--- src/rtl/lcd_hd44780_rx.sv ---
// -----------------------------------------------------------------------------
// lcd_hd44780_rx
//
// Receiver-side model of an HD44780-compatible 2x16 character LCD. It watches
// the RS/EN/DATA bus produced by an LCD driver, takes one write on every falling
// edge of EN, and decodes it as a command (RS=0) or a character (RS=1). Only the
// two visible 16-character windows of DDRAM are stored; they are presented as
// 128-bit rows with column 0 in the top byte.
//
// Parameters
//   CLEAR_CYCLES  busy length after Clear Display / Return Home
//   CMD_CYCLES    busy length after any other command or a data write
//
// Ports
//   clk          system clock, rising edge
//   reset        asynchronous, active-high reset
//   RS           register select (0 = command, 1 = data)
//   EN           enable strobe, write taken on its falling edge
//   DATA[7:0]    bus value
//   row0/row1    visible lines, column 0 at [127:120], column 15 at [7:0]
//   addr[6:0]    DDRAM address counter
//   display_on   D bit of the last Display Control command
//   busy         model is executing; incoming writes are dropped
//   cmd_strobe   one-cycle pulse per accepted command
//   data_strobe  one-cycle pulse per accepted data write
//   overrun      sticky: a write arrived while busy
//   addr_err     sticky: Set DDRAM Address hit a hole in the address map
// -----------------------------------------------------------------------------
module lcd_hd44780_rx #(
  parameter int CLEAR_CYCLES = 82000,
  parameter int CMD_CYCLES   = 2000
) (
  input  logic         clk,
  input  logic         reset,
  input  logic         RS,
  input  logic         EN,
  input  logic [7:0]   DATA,
  output logic [127:0] row0,
  output logic [127:0] row1,
  output logic [6:0]   addr,
  output logic         display_on,
  output logic         busy,
  output logic         cmd_strobe,
  output logic         data_strobe,
  output logic         overrun,
  output logic         addr_err
);

  localparam int MAX_CYCLES = (CLEAR_CYCLES > CMD_CYCLES) ? CLEAR_CYCLES : CMD_CYCLES;
  localparam int CNT_W      = $clog2(MAX_CYCLES + 1);
  localparam logic [CNT_W-1:0] CLEAR_LOAD = CNT_W'(CLEAR_CYCLES);
  localparam logic [CNT_W-1:0] CMD_LOAD   = CNT_W'(CMD_CYCLES);
  localparam logic [127:0]     BLANK_ROW  = {16{8'h20}};

  typedef enum logic [3:0] {
    CMD_NOP,
    CMD_CLEAR,
    CMD_HOME,
    CMD_ENTRY,
    CMD_DISPLAY,
    CMD_SHIFT,
    CMD_FUNC,
    CMD_CGRAM,
    CMD_DDRAM
  } cmd_e;

  // Input synchronizers plus one extra EN stage for edge detection.
  logic       en_s1_q, en_s2_q, en_d1_q;
  logic       rs_s1_q, rs_s2_q;
  logic [7:0] data_s1_q, data_s2_q;

  // Architectural state.
  logic [127:0]     row0_q, row0_d;
  logic [127:0]     row1_q, row1_d;
  logic [6:0]       addr_q, addr_d;
  logic             inc_q, inc_d;
  logic             disp_q, disp_d;
  logic             cgram_q, cgram_d;
  logic             valid_q, valid_d;
  logic [CNT_W-1:0] busy_cnt_q, busy_cnt_d;
  logic             cmd_stb_q, cmd_stb_d;
  logic             data_stb_q, data_stb_d;
  logic             overrun_q, overrun_d;
  logic             addr_err_q, addr_err_d;

  logic fall;
  cmd_e cmd;

  // The DDRAM map has two 40-byte lines at 0x00 and 0x40; stepping wraps
  // between their ends rather than running through the holes.
  function automatic logic [6:0] step_addr(input logic [6:0] a, input logic inc);
    logic [6:0] r;
    if (inc) begin
      case (a)
        7'h27:   r = 7'h40;
        7'h67:   r = 7'h00;
        default: r = a + 7'd1;
      endcase
    end else begin
      case (a)
        7'h00:   r = 7'h67;
        7'h40:   r = 7'h27;
        default: r = a - 7'd1;
      endcase
    end
    return r;
  endfunction

  assign fall = en_d1_q & ~en_s2_q;

  // Commands are classified by their highest set bit.
  always_comb begin
    cmd = CMD_NOP;
    casez (data_s2_q)
      8'b1???_????: cmd = CMD_DDRAM;
      8'b01??_????: cmd = CMD_CGRAM;
      8'b001?_????: cmd = CMD_FUNC;
      8'b0001_????: cmd = CMD_SHIFT;
      8'b0000_1???: cmd = CMD_DISPLAY;
      8'b0000_01??: cmd = CMD_ENTRY;
      8'b0000_001?: cmd = CMD_HOME;
      8'b0000_0001: cmd = CMD_CLEAR;
      default:      cmd = CMD_NOP;
    endcase
  end

  always_comb begin
    // NOTE: every next-state signal gets its hold value first so that no path
    // through the branches below leaves one unassigned and infers a latch.
    row0_d     = row0_q;
    row1_d     = row1_q;
    addr_d     = addr_q;
    inc_d      = inc_q;
    disp_d     = disp_q;
    cgram_d    = cgram_q;
    valid_d    = valid_q;
    overrun_d  = overrun_q;
    addr_err_d = addr_err_q;
    cmd_stb_d  = 1'b0;
    data_stb_d = 1'b0;
    busy_cnt_d = (busy_cnt_q != '0) ? busy_cnt_q - CNT_W'(1) : busy_cnt_q;

    if (fall) begin
      if (busy_cnt_q != '0) begin
        overrun_d = 1'b1;
      end else if (!rs_s2_q) begin
        cmd_stb_d  = 1'b1;
        busy_cnt_d = CMD_LOAD;
        case (cmd)
          CMD_NOP: busy_cnt_d = '0;
          CMD_CLEAR: begin
            row0_d     = BLANK_ROW;
            row1_d     = BLANK_ROW;
            addr_d     = 7'h00;
            inc_d      = 1'b1;
            cgram_d    = 1'b0;
            busy_cnt_d = CLEAR_LOAD;
          end
          CMD_HOME: begin
            addr_d     = 7'h00;
            cgram_d    = 1'b0;
            busy_cnt_d = CLEAR_LOAD;
          end
          CMD_ENTRY:   inc_d  = data_s2_q[1];
          CMD_DISPLAY: disp_d = data_s2_q[2];
          CMD_SHIFT: begin
            // Only cursor moves (S/C=0) touch the address counter.
            if (!data_s2_q[3]) addr_d = step_addr(addr_q, data_s2_q[2]);
          end
          CMD_FUNC:  ;
          CMD_CGRAM: cgram_d = 1'b1;
          CMD_DDRAM: begin
            addr_d  = data_s2_q[6:0];
            cgram_d = 1'b0;
            // Offsets 0x28..0x3F within either line do not exist.
            if (data_s2_q[5:0] >= 6'h28) begin
              valid_d    = 1'b0;
              addr_err_d = 1'b1;
            end else begin
              valid_d = 1'b1;
            end
          end
          default: ;
        endcase
      end else begin
        data_stb_d = 1'b1;
        busy_cnt_d = CMD_LOAD;
        if (!cgram_q && valid_q) begin
          for (int c = 0; c < 16; c++) begin
            if (addr_q == 7'(c))        row0_d[8*(15-c) +: 8] = data_s2_q;
            if (addr_q == 7'(c + 'h40)) row1_d[8*(15-c) +: 8] = data_s2_q;
          end
          addr_d = step_addr(addr_q, inc_q);
        end
      end
    end
  end

  // NOTE: state registers use non-blocking assignments so every flop samples
  // the pre-edge value of every other flop, independent of statement order.
  always_ff @(posedge clk or posedge reset) begin
    if (reset) begin
      en_s1_q    <= 1'b0;
      en_s2_q    <= 1'b0;
      en_d1_q    <= 1'b0;
      rs_s1_q    <= 1'b0;
      rs_s2_q    <= 1'b0;
      data_s1_q  <= 8'h00;
      data_s2_q  <= 8'h00;
      // NOTE: the visible DDRAM window is plain flops, not a RAM macro, so it
      // can and must be reset to blanks along with the rest of the state.
      row0_q     <= BLANK_ROW;
      row1_q     <= BLANK_ROW;
      addr_q     <= 7'h00;
      inc_q      <= 1'b1;
      disp_q     <= 1'b0;
      cgram_q    <= 1'b0;
      valid_q    <= 1'b1;
      busy_cnt_q <= '0;
      cmd_stb_q  <= 1'b0;
      data_stb_q <= 1'b0;
      overrun_q  <= 1'b0;
      addr_err_q <= 1'b0;
    end else begin
      en_s1_q    <= EN;
      en_s2_q    <= en_s1_q;
      en_d1_q    <= en_s2_q;
      rs_s1_q    <= RS;
      rs_s2_q    <= rs_s1_q;
      data_s1_q  <= DATA;
      data_s2_q  <= data_s1_q;
      row0_q     <= row0_d;
      row1_q     <= row1_d;
      addr_q     <= addr_d;
      inc_q      <= inc_d;
      disp_q     <= disp_d;
      cgram_q    <= cgram_d;
      valid_q    <= valid_d;
      busy_cnt_q <= busy_cnt_d;
      cmd_stb_q  <= cmd_stb_d;
      data_stb_q <= data_stb_d;
      overrun_q  <= overrun_d;
      addr_err_q <= addr_err_d;
    end
  end

  assign row0        = row0_q;
  assign row1        = row1_q;
  assign addr        = addr_q;
  assign display_on  = disp_q;
  assign busy        = (busy_cnt_q != '0);
  assign cmd_strobe  = cmd_stb_q;
  assign data_strobe = data_stb_q;
  assign overrun     = overrun_q;
  assign addr_err    = addr_err_q;

endmodule

--- config.mk ---
export PLATFORM = sky130hd
export DESIGN_NAME = lcd_hd44780_rx
export DESIGN_NICKNAME = d
export VERILOG_FILES = /design/src/rtl/lcd_hd44780_rx.sv
export SDC_FILE = /design/constraint.sdc
export NUM_CORES = 1
export LEC_CHECK = 0
export CORE_ASPECT_RATIO = 1.4
export CORE_MARGIN = 2
export CORE_UTILIZATION = 35
export CTS_CLUSTER_DIAMETER = 60
export DETAILED_ROUTE_END_ITERATION = 7
export GPL_TIMING_DRIVEN = 1
export SLEW_MARGIN = 15
export SYNTH_ARGS = -nofsm -noshare
export SYNTH_HDL_FRONTEND = slang
export SYNTH_SLANG_ARGS = --single-unit
--- constraint.sdc ---
create_clock -name clk -period 26.5 [get_ports clk]
set_clock_uncertainty 0.1 [all_clocks]
set_input_delay 5.3 -clock clk [delete_from_list [all_inputs] [get_ports clk]]
set_output_delay 5.3 -clock clk [all_outputs]
set_load 0.1 [all_outputs]
==> impl_metrics.csv <==
group,metric,value,unit
die,io_pins,281,
routing,viasPerCell,4.87,
routing,dr.pass1.iters,5,
worst_hold_path,min-delay-start,"data_s1_q[1]",
sta,fin_crit,9.01,ns
synthesis,ys_warn_count,0,
worst_setup_path,worst_path_max_delay_cell,"clkdlybuf4s50_1",
worst_setup_path,worst-path-buf-inv,3,
sta,max_freq,111,MHz
sta,slew_headroom,25.5,%
synthesis,ys_async_sr_fraction,100,%
synthesis,ys_seq_area_share,63.8,%
synthesis,muxShareOfSynthArea,3.31,%
clock_tree,cts_tree,"built",
sta,hold_viol_final,0,
synthesis,synth_compound_area_share,13.7,%
placed_design,dpl_cell_area,0.0153,mm^2
sta,finalCritPeriodShare,34.0,%
worst_setup_path,path_class,"flip-flop to primary output",
synthesis,synthCells,1190,
routing,wire_per_inst,18.9,um
worst_setup_path,reg2reg_depth,6,
cells_and_area,antenna_cells,0,
clock_tree,clk_latency,0.57,ns
placed_design,place.gp.congestion,0.839,
synthesis,synth.distinct_cells,54,
routing,ant_nets,0,
clock_tree,cts_repair_resize_count,0,
global_routing,grt_pass1_wl,55500,um
synthesis,syn_avg_cell_area,10.2,um^2
routing,vias,9298,
placed_design,portBuffers,280,
cells_and_area,fillCellCount,3272,
worst_setup_path,path_max_fanout,10,
die,core.rowCount,80,
sta,tightest_slew,1.11,ns
worst_setup_path,crit_chain,"inv_1 -> ha_1 -> nor3b_1 -> nand3_1 -> nor2_1 -> clkinv_1 -> clkdlybuf4s50_1",
die,die_h,225,um
clock_tree,cts_root_buffer,"clkbuf_16",
worst_setup_path,end_kind,"primary output",
sta,finalSetupViolCount,0,
die,core_area,0.0342,mm^2
routing,drc,0,
routing,drt_iter0_drc,590,
sta,rsz0062_at_grt,"no",
synthesis,synth_fa_ha_area_share,0.616,%
worst_setup_path,r2r_end,"row1[61]",
sta,slew_violations,0,
cells_and_area,drive_gt1_share,8.37,%
die,start_util,35.6,%
worst_hold_path,min_path_type,"flip-flop to flip-flop",
worst_setup_path,cpPeakStageDelay,1.06,ns
global_routing,grt_max_degree,97,
synthesis,syn_nets,1208,
synthesis,synthesis.area,0.0122,mm^2
run_status,status,"finished, final reports clean",
flow_run,maxCapViolCount,0,
worst_setup_path,reg2reg_slack,23.14,ns
global_routing,grtUsageTotal,19.8,%
global_routing,gr-total-overflow,0,
cells_and_area,final_cell_area,0.0163,mm^2
synthesis,synthXorXnorAreaFrac,1.15,%
routing,totalWireLength,36000,um
clock_tree,cts.reportedPaths.clkPinSlew,0.06,ns
synthesis,synth-main-ff-cell,"dfrtp_1",
worst_setup_path,cp.required,21.10,ns
clock_tree,cts_buffer_depth,3,
global_routing,antenna_found_initial,0,
cells_and_area,nets,1451,
die,fp.dieArea,0.0363,mm^2
synthesis,synth_seq_cells,309,
cells_and_area,syn_to_final_growth,34.1,%
clock_tree,cts_buffers,30,
worst_setup_path,critPathTopFamily,"buffers and inverters",
worst_hold_path,hold_depth,0,
power_and_ir_drop,power.density,61.7,mW/mm^2
clock_tree,cts_setup_buffers,0,
worst_setup_path,cp-start-kind,"flip-flop",
synthesis,synth_edf_count,0,
die,die_x,162,um
synthesis,synth_top_family_by_area,"simple AND/OR/NAND/NOR gates",
power_and_ir_drop,p_leak,0.00697,uW
sta,fin_tns_setup,0,ns
clock_tree,cts_sinks,309,
placed_design,dp_hpwl,24700,um
power_and_ir_drop,ir_drop,0.0494,mV
synthesis,synthSimpleGateAreaFrac,14.2,%
global_routing,grt_pass1_vias,9123,
clock_tree,htreeDepth,1,
worst_setup_path,critPathArrivalTime,3.61,ns
clock_tree,holdBufCountCts,0,
worst_setup_path,timing.rr.start,"rs_s2_q",
worst_hold_path,min_to,"data_s2_q[1]",
-- state kept, by name (all words and copies together) (netlist names), 7 cells and up --
name and count:
busy_cnt_q 17, data_s1_q 8, addr 7, row1 128
data_s2_q 8, row0 128
-- placed cells by master (no fill, tap or decap), types with 9 or more instances in the layout --
| cell | count |
|---|---|
| mux2_2 | 16 |
| o21ai_1 | 60 |
| clkbuf_1 | 9 |
| clkbuf_16 | 31 |
| a21oi_1 | 23 |
| nor2_1 | 22 |
| nor3_1 | 18 |
| buf_4 | 13 |
| o21ai_0 | 200 |
| nand2_1 | 310 |
| mux2_1 | 18 |
| clkdlybuf4s50_1 | 280 |
| dfrtp_1 | 275 |
| dfstp_2 | 34 |
| xor2_1 | 10 |
| inv_1 | 14 |
| nand3_1 | 16 |
-- how the worst max path moves through the flow --
| stage | startpoint | to | cells after the start |
|---|---|---|---|
| after floorplan | reset | addr[0] | 1 |
| after global placement | busy_cnt_q[0] | busy | 7 |
| after detailed placement | busy_cnt_q[12] | busy | 5 |
| after CTS | busy_cnt_q[0] | busy | 7 |
| after global routing | busy_cnt_q[0] | busy | 7 |
| final | busy_cnt_q[0] | busy | 7 |
-- layer usage --
| layer | GRT usage (%) | share of wire [%] | up-vias |
|---|---|---|---|
| met1 | 24.7 | 41 | 4470 |
| met5 | 0 | 0 | - |
| met3 | 2.75 | 4.7 | 59 |
| met4 | 7.11 | 3.5 | 0 |
| li1 | - | - | 4503 |
| met2 | 34.9 | 51 | 266 |
-- Yosys cell counts (3+ instances only) --
| cell | number | share of area (%) |
|---|---|---|
| nand2_1 | 310 | 9.5 |
| dfrtp_1 | 275 | 56 |
| o21ai_0 | 200 | 8.2 |
| clkbuf_1 | 60 | 1.8 |
| o21ai_1 | 60 | 2.5 |
| dfstp_2 | 34 | 7.3 |
| a21oi_1 | 23 | 0.94 |
| nor2_1 | 22 | 0.68 |
| mux2_1 | 18 | 1.7 |
| nor3_1 | 18 | 0.74 |
| buf_2 | 16 | 0.66 |
| mux2_2 | 16 | 1.5 |
| nand3_1 | 16 | 0.66 |
| inv_1 | 15 | 0.46 |
| xor2_1 | 10 | 0.72 |
| ha_1 | 6 | 0.62 |
| nand2_2 | 6 | 0.31 |
| nand3b_1 | 6 | 0.37 |
| nor4_1 | 6 | 0.31 |
| xnor2_1 | 6 | 0.43 |
| nor2b_1 | 5 | 0.26 |
| a21o_1 | 4 | 0.25 |
| a31oi_1 | 4 | 0.21 |
| and3_1 | 4 | 0.21 |
| o211ai_1 | 4 | 0.25 |
| buf_1 | 3 | 0.092 |
| buf_4 | 3 | 0.18 |
| nand2b_1 | 3 | 0.15 |
| nand4_1 | 3 | 0.15 |
| o22ai_1 | 3 | 0.15 |
| o31ai_1 | 3 | 0.18 |
-- cell type report --
type | instances | area (um^2) | share of cell area [%]
well taps | 451 | 564 | 3.45
repair buffers | 293 | 2900 | 17.8
clock inverters | 12 | 153 | 0.934
flip-flops and latches | 309 | 7770 | 47.6
clock buffers | 44 | 865 | 5.29
inverters | 16 | 67.6 | 0.414
multi-input cells | 783 | 4010 | 24.6
-- report_power, final --
part | leakage, uW | switching (uW) | internal, uW | total, uW
registers | 0.00411 | 15.1 | 485 | 500
logic | 0.00236 | 47.5 | 21.8 | 69.2
clock network | 0.000497 | 183 | 256 | 439
total | 0.00697 | 245 | 763 | 1010
-- through the flow --
stage	utilization, %	total power (uW)	std cells	worst slack [ns]	hold WS (ns)
after floorplan	-	555	1190	12.61	0.231
after global placement	44.7	576	1852	18.13	0.232
after detailed placement	44.7	578	1852	18.09	0.235
after CTS	47.7	1020	1908	17.46	0.249
after global routing	47.7	1050	1908	17.15	0.250
final	47.7	1010	1908	17.49	0.247
-- cell families after synthesis --
group | after synthesis
flops | 309
compound gates | 316
buf+inv | 98
xor+xnor | 16
simple gates | 409
mux | 36
fa+ha+maj | 6
Power figures use the tool's default switching activity.
